--- config.mk ---
export PLATFORM = sky130hd
export DESIGN_NAME = uart_rx_fifo
export DESIGN_NICKNAME = d
export VERILOG_FILES = /design/src/rtl/uart_rx_fifo.sv
export SDC_FILE = /design/constraint.sdc
export NUM_CORES = 1
export LEC_CHECK = 0
export ABC_AREA = 1
export BUFFER_PORTS_ARGS = -buffer_cell sky130_fd_sc_hd__clkbuf_2
export CAP_MARGIN = 20
export CORE_ASPECT_RATIO = 0.75
export CORE_MARGIN = 3
export CORE_UTILIZATION = 55
export DETAILED_ROUTE_END_ITERATION = 10
export PLACE_DENSITY = 0.71
export SETUP_SLACK_MARGIN = 0.5
export SLEW_MARGIN = 10
export SYNTH_ARGS = -nofsm -noshare
export SYNTH_HDL_FRONTEND = slang
export SYNTH_SLANG_ARGS = --single-unit
export TNS_END_PERCENT = 5
--- constraint.sdc ---
create_clock -name clk_50mhz -period 2.55 [get_ports clk_50mhz]
set_input_delay 0.255 -clock clk_50mhz [delete_from_list [all_inputs] [get_ports clk_50mhz]]
set_output_delay 0.255 -clock clk_50mhz [all_outputs]
set_load 0.03 [all_outputs]
--- src/rtl/uart_rx_fifo.sv ---
// rtl/uart_rx_fifo.sv - oversampling UART receiver with error-tagged first-word-fall-through read FIFO
// Optional break detection (adds break_det) is enabled by defining UART_RX_BREAK_DETECT_EN.
module uart_rx_fifo #(
    parameter int         CLK_FREQ     = 50_000_000,
    parameter int         BAUD_RATE    = 115200,
    parameter int         OVERSAMPLING = 16,
    parameter int         DATA_BITS    = 8,
    parameter int         PARITY_MODE  = 0,
    parameter int         STOP_BITS    = 1,
    parameter int         FIFO_DEPTH   = 32,
    parameter logic [7:0] EOS_CHAR     = 8'h0A
) (
    input  logic                        clk_50mhz,
    input  logic                        rst_n,
    input  logic                        rx_in,
    input  logic                        flush,
    input  logic                        rd_ready,
    output logic                        rd_valid,
    output logic [DATA_BITS-1:0]        rd_data,
    output logic                        rd_frame_err,
    output logic                        rd_parity_err,
    output logic [$clog2(FIFO_DEPTH):0] fifo_count,
    output logic                        fifo_full,
    output logic                        overflow,
    output logic                        eos_pulse
`ifdef UART_RX_BREAK_DETECT_EN
    ,
    output logic                        break_det
`endif
);

    localparam int DIV_RAW = CLK_FREQ / (BAUD_RATE * OVERSAMPLING);
    localparam int DIV     = (DIV_RAW < 1) ? 1 : DIV_RAW;
    localparam int DIV_W   = $clog2(DIV + 1);
    localparam int SAMP_W  = $clog2(OVERSAMPLING);
    localparam int MID     = OVERSAMPLING / 2;
    localparam int PTR_W   = $clog2(FIFO_DEPTH);
    localparam int CNT_W   = PTR_W + 1;
    localparam int ENTRY_W = DATA_BITS + 2;
    localparam logic [DATA_BITS-1:0] EOS_MASK = DATA_BITS'(9'h0FF);
    localparam bit   EOS_FITS = (DATA_BITS >= 8) || ((EOS_CHAR >> DATA_BITS) == 8'h00);

    typedef enum logic [2:0] {
        ST_IDLE,
        ST_START,
        ST_DATA,
        ST_PARITY,
        ST_STOP,
        ST_BREAK
    } state_t;

    state_t state_q, state_d;

    logic rx_meta, rx_sync, rx_prev;
    logic fall;

    logic [DIV_W-1:0]     tick_cnt;
    logic [SAMP_W-1:0]    sample_cnt;
    logic [1:0]           samp_hist;
    logic [3:0]           bit_idx;
    logic                 stop_idx;
    logic [DATA_BITS-1:0] shift_reg;
    logic                 frame_err_r;
    logic                 parity_err_r;

    logic tick, mid_tick, bit_end, maj, parity_exp, last_stop, stop_mid;
    logic wr_strobe;
    logic [ENTRY_W-1:0] wr_entry;

    always_ff @(posedge clk_50mhz or negedge rst_n) begin
        if (!rst_n) begin
            rx_meta <= 1'b1;
            rx_sync <= 1'b1;
            rx_prev <= 1'b1;
        end else begin
            rx_meta <= rx_in;
            rx_sync <= rx_meta;
            rx_prev <= rx_sync;
        end
    end

    assign fall       = rx_prev & ~rx_sync;
    assign tick       = (tick_cnt == DIV_W'(DIV - 1));
    assign mid_tick   = tick && (sample_cnt == SAMP_W'(MID));
    assign bit_end    = tick && (sample_cnt == SAMP_W'(OVERSAMPLING - 1));
    // Vote over the samples at ticks MID-2, MID-1 and the one arriving now at MID.
    assign maj        = (samp_hist[1] & samp_hist[0]) | (samp_hist[1] & rx_sync) | (samp_hist[0] & rx_sync);
    assign parity_exp = (PARITY_MODE == 1) ? ~(^shift_reg) : ^shift_reg;
    assign last_stop  = (stop_idx == 1'(STOP_BITS - 1));
    assign stop_mid   = (state_q == ST_STOP) && mid_tick && last_stop;
    assign wr_entry   = {shift_reg, frame_err_r | ~maj, parity_err_r};

`ifdef UART_RX_BREAK_DETECT_EN
    logic              all_zero_r;
    logic [SAMP_W-1:0] high_cnt;
    logic              is_break, high_done;

    assign is_break  = all_zero_r && !maj;
    assign high_done = tick && rx_sync && (high_cnt == SAMP_W'(OVERSAMPLING - 1));
    assign wr_strobe = stop_mid && !is_break;
    assign break_det = (state_q == ST_BREAK);
`else
    assign wr_strobe = stop_mid;
`endif

    always_ff @(posedge clk_50mhz or negedge rst_n) begin
        if (!rst_n) begin
            state_q <= ST_IDLE;
        end else begin
            state_q <= state_d;
        end
    end

    always_comb begin
        state_d = state_q;
        case (state_q)
            ST_IDLE: begin
                if (fall) state_d = ST_START;
            end
            ST_START: begin
                if (mid_tick && maj) state_d = ST_IDLE;
                else if (bit_end)    state_d = ST_DATA;
            end
            ST_DATA: begin
                if (bit_end && (bit_idx == 4'(DATA_BITS - 1)))
                    state_d = (PARITY_MODE != 0) ? ST_PARITY : ST_STOP;
            end
            ST_PARITY: begin
                if (bit_end) state_d = ST_STOP;
            end
            ST_STOP: begin
`ifdef UART_RX_BREAK_DETECT_EN
                if (stop_mid) state_d = is_break ? ST_BREAK : ST_IDLE;
`else
                if (stop_mid) state_d = ST_IDLE;
`endif
            end
`ifdef UART_RX_BREAK_DETECT_EN
            ST_BREAK: begin
                if (high_done) state_d = ST_IDLE;
            end
`endif
            default: state_d = ST_IDLE;
        endcase
    end

    always_ff @(posedge clk_50mhz or negedge rst_n) begin
        if (!rst_n) begin
            tick_cnt     <= '0;
            sample_cnt   <= '0;
            samp_hist    <= 2'b11;
            bit_idx      <= '0;
            stop_idx     <= 1'b0;
            shift_reg    <= '0;
            frame_err_r  <= 1'b0;
            parity_err_r <= 1'b0;
`ifdef UART_RX_BREAK_DETECT_EN
            all_zero_r   <= 1'b1;
            high_cnt     <= '0;
`endif
        end else if (state_q == ST_IDLE) begin
            // Free-running divider; realigned to the start edge so sampling is centred on the bit.
            tick_cnt     <= (fall || tick) ? '0 : tick_cnt + 1'b1;
            sample_cnt   <= '0;
            bit_idx      <= '0;
            stop_idx     <= 1'b0;
            frame_err_r  <= 1'b0;
            parity_err_r <= 1'b0;
`ifdef UART_RX_BREAK_DETECT_EN
            all_zero_r   <= 1'b1;
            high_cnt     <= '0;
`endif
        end else begin
            tick_cnt <= tick ? '0 : tick_cnt + 1'b1;
            if (tick) begin
                sample_cnt <= bit_end ? '0 : sample_cnt + 1'b1;
                samp_hist  <= {samp_hist[0], rx_sync};
            end
            case (state_q)
                ST_DATA: begin
                    if (mid_tick) shift_reg <= {maj, shift_reg[DATA_BITS-1:1]};
                    if (bit_end)  bit_idx   <= bit_idx + 4'd1;
                end
                ST_PARITY: begin
                    if (mid_tick && (maj != parity_exp)) parity_err_r <= 1'b1;
                end
                ST_STOP: begin
                    if (mid_tick && !maj) frame_err_r <= 1'b1;
                    if (bit_end)          stop_idx    <= stop_idx + 1'b1;
                end
`ifdef UART_RX_BREAK_DETECT_EN
                ST_BREAK: begin
                    if (tick) high_cnt <= rx_sync ? high_cnt + 1'b1 : '0;
                end
`endif
                default: ;
            endcase
`ifdef UART_RX_BREAK_DETECT_EN
            if (mid_tick && maj && (state_q != ST_BREAK)) all_zero_r <= 1'b0;
`endif
        end
    end

    logic [ENTRY_W-1:0] mem [FIFO_DEPTH];
    logic [PTR_W-1:0]   wr_ptr, rd_ptr;
    logic [ENTRY_W-1:0] head;
    logic               push, pop, dropped, eos_match;

    assign rd_valid  = (fifo_count != '0);
    assign fifo_full = (fifo_count == CNT_W'(FIFO_DEPTH));
    assign pop       = rd_valid && rd_ready;
    // A pop in the same cycle frees the slot, so a full FIFO still accepts the write.
    assign push      = wr_strobe && (!fifo_full || pop) && !flush;
    assign dropped   = wr_strobe && fifo_full && !pop && !flush;
    assign eos_match = EOS_FITS && ((shift_reg & EOS_MASK) == DATA_BITS'(EOS_CHAR));

    always_ff @(posedge clk_50mhz) begin
        if (push) mem[wr_ptr] <= wr_entry;
    end

    always_ff @(posedge clk_50mhz or negedge rst_n) begin
        if (!rst_n) begin
            wr_ptr     <= '0;
            rd_ptr     <= '0;
            fifo_count <= '0;
            overflow   <= 1'b0;
            eos_pulse  <= 1'b0;
        end else if (flush) begin
            wr_ptr     <= '0;
            rd_ptr     <= '0;
            fifo_count <= '0;
            overflow   <= 1'b0;
            eos_pulse  <= 1'b0;
        end else begin
            if (push) wr_ptr <= wr_ptr + 1'b1;
            if (pop)  rd_ptr <= rd_ptr + 1'b1;
            case ({push, pop})
                2'b10:   fifo_count <= fifo_count + 1'b1;
                2'b01:   fifo_count <= fifo_count - 1'b1;
                default: ;
            endcase
            if (dropped) overflow <= 1'b1;
            eos_pulse <= push && eos_match;
        end
    end

    assign head          = mem[rd_ptr];
    assign rd_data       = rd_valid ? head[ENTRY_W-1:2] : '0;
    assign rd_frame_err  = rd_valid & head[1];
    assign rd_parity_err = rd_valid & head[0];

endmodule

Yosys cells after proc, flatten, opt, wreduce, memory -nomap -nowiden
Memories as Yosys holds them, arrays and structs flattened. Index checks and enable logic that the tools add are counted.

Muxes and demuxes: 37. Reductions and logical operators: 42. Bitwise logic cells: 13. Equality and inequality tests: 18. Add/subtract/negate cells: 8.

Operator list (count): 5-bit 2-to-1 mux (7); 4-bit 2-to-1 mux (6); 2-bit nonzero test (10); 3-bit 2-to-1 mux (6); 5-bit by 1-bit adder with 5-bit output, second input constant (3); 1-bit logical AND (15); 3-bit one-hot mux with 5 select lines (1); 1-bit 2-to-1 mux (14); 6-bit one-hot mux with 2 select lines (1); 2-bit AND reduction (5); 4-bit by 1-bit adder with 4-bit output, second input constant (2); 4-bit equality test, second input constant (2); 8-bit by 4-bit equality test with 1-bit output, second input constant (1); 8-bit 2-to-1 mux (1); 2-bit != test, second input constant (4); 8-bit XOR reduction (1); 6-bit by 1-bit adder with 6-bit output, second input constant (1); 1-bit AND (6); 3-bit by 2-bit equality test with 1-bit output, second input constant (2); 6-bit equality test, second input constant (1); 6-bit 2-to-1 mux (1); 6-bit nonzero test (1); 6-bit by 1-bit subtractor with 6-bit output, second input constant (1); 5-bit equality test, second input constant (1); 16 further kinds (25).

Bits in writable memories: 320. Logic and storage cells: 136. Memories: 1. Output and inout port bits: 20. Bits of input ports: 5. Flip-flop bits (word level): 50.

Memories: mem (depth 32, width 10, read ports 1, clocked after Yosys merged registers in 0, write ports 1, line 204) `logic [ENTRY_W-1:0] mem [FIFO_DEPTH];`.

Logic depth before layout (Yosys ltp)
Depth in word-level cells: 9. Depth in mapped cells: 19. Gate-level depth less buffers: 19.

Least setup slack after synthesis
OpenSTA, ideal clock, no wires.

Path type: flip-flop to flip-flop. Start: register fifo_count[0]. End: register fifo_count[5]. Data arrival time: 2.202 ns. Data required time: 2.433 ns. Path buffers: 0. Clock period less this slack: 2.320 ns. Library setup time: 0.117 ns. Cell stages (with the launch flop): 19. Slack: 0.230 ns. Path through: dfrtp_1 > nor2_1 > nand2_1 > inv_2 > nand3_4 > nand2_2 > inv_2 > nand2_4 > inv_2 > ha_1 > nand2_1 > inv_1 > o211ai_1 > nand2_1 > inv_1 > nand2_1 > nand2_1 > nand3_1 > nand2_1.

Longest elaborated chain between the ends: 8. Elaborated cells on any way between the ends: 14. Those cells by class: add/sub (2); eq/ne (3); mux (2); reduce/logical (7).

RTL lines: start, declared (line 22) `output logic [$clog2(FIFO_DEPTH):0] fifo_count,`; start signal, assigned (line 238) `2'b10: fifo_count <= fifo_count + 1'b1;`; start signal, assigned (line 239) `2'b01: fifo_count <= fifo_count - 1'b1;`; 6-bit nonzero test * (line 209) `assign rd_valid = (fifo_count != '0);`; named net rd_valid (line 18) `output logic rd_valid,`; 1-bit logical AND * (line 211) `assign pop = rd_valid && rd_ready;`; 1-bit logical OR (line 213) `assign push = wr_strobe && (!fifo_full || pop) && !flush;`; 1-bit logical AND (2 in a row) (line 213); 2-bit by 1-bit equality test with 1-bit output / 2-bit equality test (equally long branches) (line 237) `case ({push, pop})`; 6-bit one-hot mux with 2 select lines (line 237); 6-bit 2-to-1 mux (line 228) `end else if (flush) begin`.

The timed path passes the listed nets; every way through them passes the cells marked *. A chain may end at the register's enable or synchronous reset.

Worst setup path after layout
Start: register rd_ptr[0]. End: output rd_data[3].

Longest elaborated chain between the ends: 2.

RTL lines: start, declared (line 205) `logic [PTR_W-1:0] wr_ptr, rd_ptr;`; start signal, assigned (line 236) `if (pop) rd_ptr <= rd_ptr + 1'b1;`; memory read 32 x 10 bit; 8-bit 2-to-1 mux (line 248) `assign rd_data = rd_valid ? head[ENTRY_W-1:2] : '0;`; end, declared (line 19) `output logic [DATA_BITS-1:0] rd_data,`.

No other way between the ends.

==> flow_summary_export.csv <==
group,metric,value,unit
outcome,status,"finished with violations",
outcome,violations,"negative setup slack",
routing,vias,11170,
worst_setup_path,crit_required,2.30,ns
synth,mappedNetlistNets,1283,
synth,yosysWarnings,0,
clock_tree,path_clk_slew,0.06,ns
layout,layout-drive-gt1-share,0.2988,
worst_hold_path,hp-class,"input port to flop",
routing,drtIter0Drc,1330,
timing,fin_ws,-0.2899,ns
routing,finalWirelength,43.81,mm
synth,netlist_instances,1261,
power_and_ir_drop,switching_share,0.3282,
place,place_congestion,0.8587,
die,pin_count,25,
layout,largest_register_ffs,320,
synth,synth_area,15300,sq um
worst_setup_path,crit_arrival,2.58,ns
synth,ys_seq_area_frac,0.7102,
synth,synth_ff_type,"edfxtp_1",
timing,slew_headroom,0.5431,
flow_run,cap_violations,0,
worst_setup_path,cp_max_fo,5,
clock_tree,cts_buffer_depth,3,
synth,async_flop_share,0.1351,
global_route,antenna_found_initial,0,
timing,slew_violations,0,
power_and_ir_drop,seqPwrFrac,0.388,
place,dp_hpwl,22.87,mm
global_route,grt_usage,0.2757,
routing,drt_pass1_iterations,6,
routing,vias_per_cell,6.274,
worst_setup_path,worstSetupEndpointType,"output port",
clock_tree,htree_levels,2,
routing,ant_nets,0,
synth,synth_cell_type_count,39,
place,place_ws,0.02400,ns
power_and_ir_drop,p_comb_frac,0.327,
power_and_ir_drop,clkPwrFrac,0.285,
layout,num-nets-final,1427,
power_and_ir_drop,p_switching,0.005836,W
routing,routedWlPerCell,24.61,um
die,coreArea,27200,sq um
timing,fin_crit_sh,1.114,
clock_tree,clkLatencyLatePin,0.53,ns
die,die_x,198.6,um
timing,hold_violations,0,
layout,layout.cells.non_filler,1780,
clock_tree,tritoncts,"built",
power_and_ir_drop,power_leakage,7.703,nW
die,start_util,0.5626,
timing,period_needed,2.840,ns
layout,area_growth,29.74,%
synth,synth.most_common_cell,"edfxtp_1",
global_route,grt_pass1_wl,61.63,mm
synth,synth_edf_count,320,
worst_setup_path,cp-start-kind,"flop",
synth,ys_top_cells_by_area,"edfxtp_1, dfrtp_1, o21ai_0",
power_and_ir_drop,p_int,0.01195,W
synth,synth_common_cells,"edfxtp_1, nor2_1, o21ai_0, nand2_1, inv_1",
power_and_ir_drop,ir_drop,0.6997,mV
place,port_buffers,24,
timing,fmax,352.1,MHz
timing,rsz0062_at_grt,"yes",
global_route,grt_pass1_vias,10400,
power_and_ir_drop,finalPower,0.01778,W
global_route,gr-total-overflow,0,
timing,tightest_slew,0.6846,ns
clock_tree,root_buffer,"clkbuf_16",
clock_tree,cts_sinks,370,
synth,synth_top_cell_area_share,0.6280,
timing,whs,0.02064,ns
timing,final.setup_skew,0.01066,ns
place,post-place-cells,1654,
layout,finalCoreUtilization,0.7299,
worst_setup_path,criticalPathCategory,"flop to output port",
die,rows,52,
synth,ys_seq_elements,370,
timing,finalSetupViolCount,10,
die,die_y,150.4,um
synth,synth_top_cell_by_area,"edfxtp_1",
synth,syn_area_per_cell,12.13,sq um
layout,n_antenna_cell,0,
clock_tree,cts_buffers,36,
global_route,grt_max_degree,47,
power_and_ir_drop,power_density,895.9,nW/um^2
die,die_area,29880,sq um
routing,drc,0,
repair_timing:
item	in CTS	in global routing
resized for setup	257	181
pin swaps	91	124
gates cloned	8	10
buffers inserted	22	22
endpoints found under the setup margin	325	339
hold buffers	2	0
endpoints found under the hold margin	13	0
cells by family after synthesis:
kind of cell,count (synthesis),share of synthesized area
xor gates and xnor gates,12,0.006869
buffers and inverters,132,0.03434
DFF,370,0.7102
muxes,1,0.0007359
and+or+nand+nor,408,0.1130
AOI/OAI and AO/OA,321,0.1209
adders and majority gates,17,0.01390
power groups by stage:
stage	logic, W	clock network (W)	registers, W
after detailed placement	0.00384	0	0.00700
final	0.00581	0.00507	0.00690
after global routing	0.00616	0.00534	0.00692
after CTS	0.00486	0.00509	0.00689
after floorplan	0.00246	0	0.00704
after global placement	0.00378	0	0.00699
path summary, 6_finish.rpt:
kind	cells after the start	from	slack, ns	end
max	10	rd_ptr[0]	-0.29	rd_data[3]
min in group asynchronous	2	rst_n	0.24	bit_idx[0]
max reg2reg	19	sample_cnt[0]	0.22	fifo_count[5]
max in group asynchronous	3	rst_n	1.66	rd_ptr[0]
min reg2reg	0	rx_meta	0.36	rx_sync
min	2	flush	0.02	overflow
cells in the final DEF, fill, tap and decap left out, drive strengths merged, types with 14 or more instances in the layout:
master / count
ha: 17
inv: 65
nor2: 240
nand3: 43
clkbuf: 78
o221ai: 32
edfxtp: 320
buf: 139
o22ai: 51
a21oi: 18
dfrtp: 45
nand2: 110
o21ai: 200
clkinv: 14
per-layer routing:
layer / share of wire / GRT usage / vias up
met1: 0.39 / 0.4064 / 5489
met5: 0 / 0 / -
met4: 0.035 / 0.08919 / 0
met2: 0.46 / 0.4089 / 695
met3: 0.11 / 0.06689 / 116
li1: - / - / 4867
per-stage QoR:
stage / TNS, ns / instance area, sq um
after floorplan: 0 / 15320
after global placement: 0 / 16370
after detailed placement: 0 / 16370
after CTS: -2.196 / 18900
after global routing: -2.715 / 19850
final: -2.278 / 19850
critical path: stages, from the launching register on:
cell and delay (ns):
dfrtp_4 0.51, buf_12 0.16, buf_12 0.12, buf_16 0.13, o21ai_2 0.05, o221ai_1 0.29
nand3_2 0.19, nand3_2 0.14, o21ai_2 0.07, a41oi_2 0.20, clkbuf_8 0.20
cell type report:
cell class | count | area [sq um]
Timing Repair Buffer | 171 | 2205
Inverter | 66 | 295.3
Clock inverter | 14 | 111.4
Multi-Input combinational cell | 759 | 4950
Fill cell | 1675 | 7345
Timing Repair inverter | 1 | 6.256
Sequential cell | 370 | 10880
Clock buffer | 48 | 967.2
Tap cell | 351 | 439.2
Power figures use the tool's default switching activity.
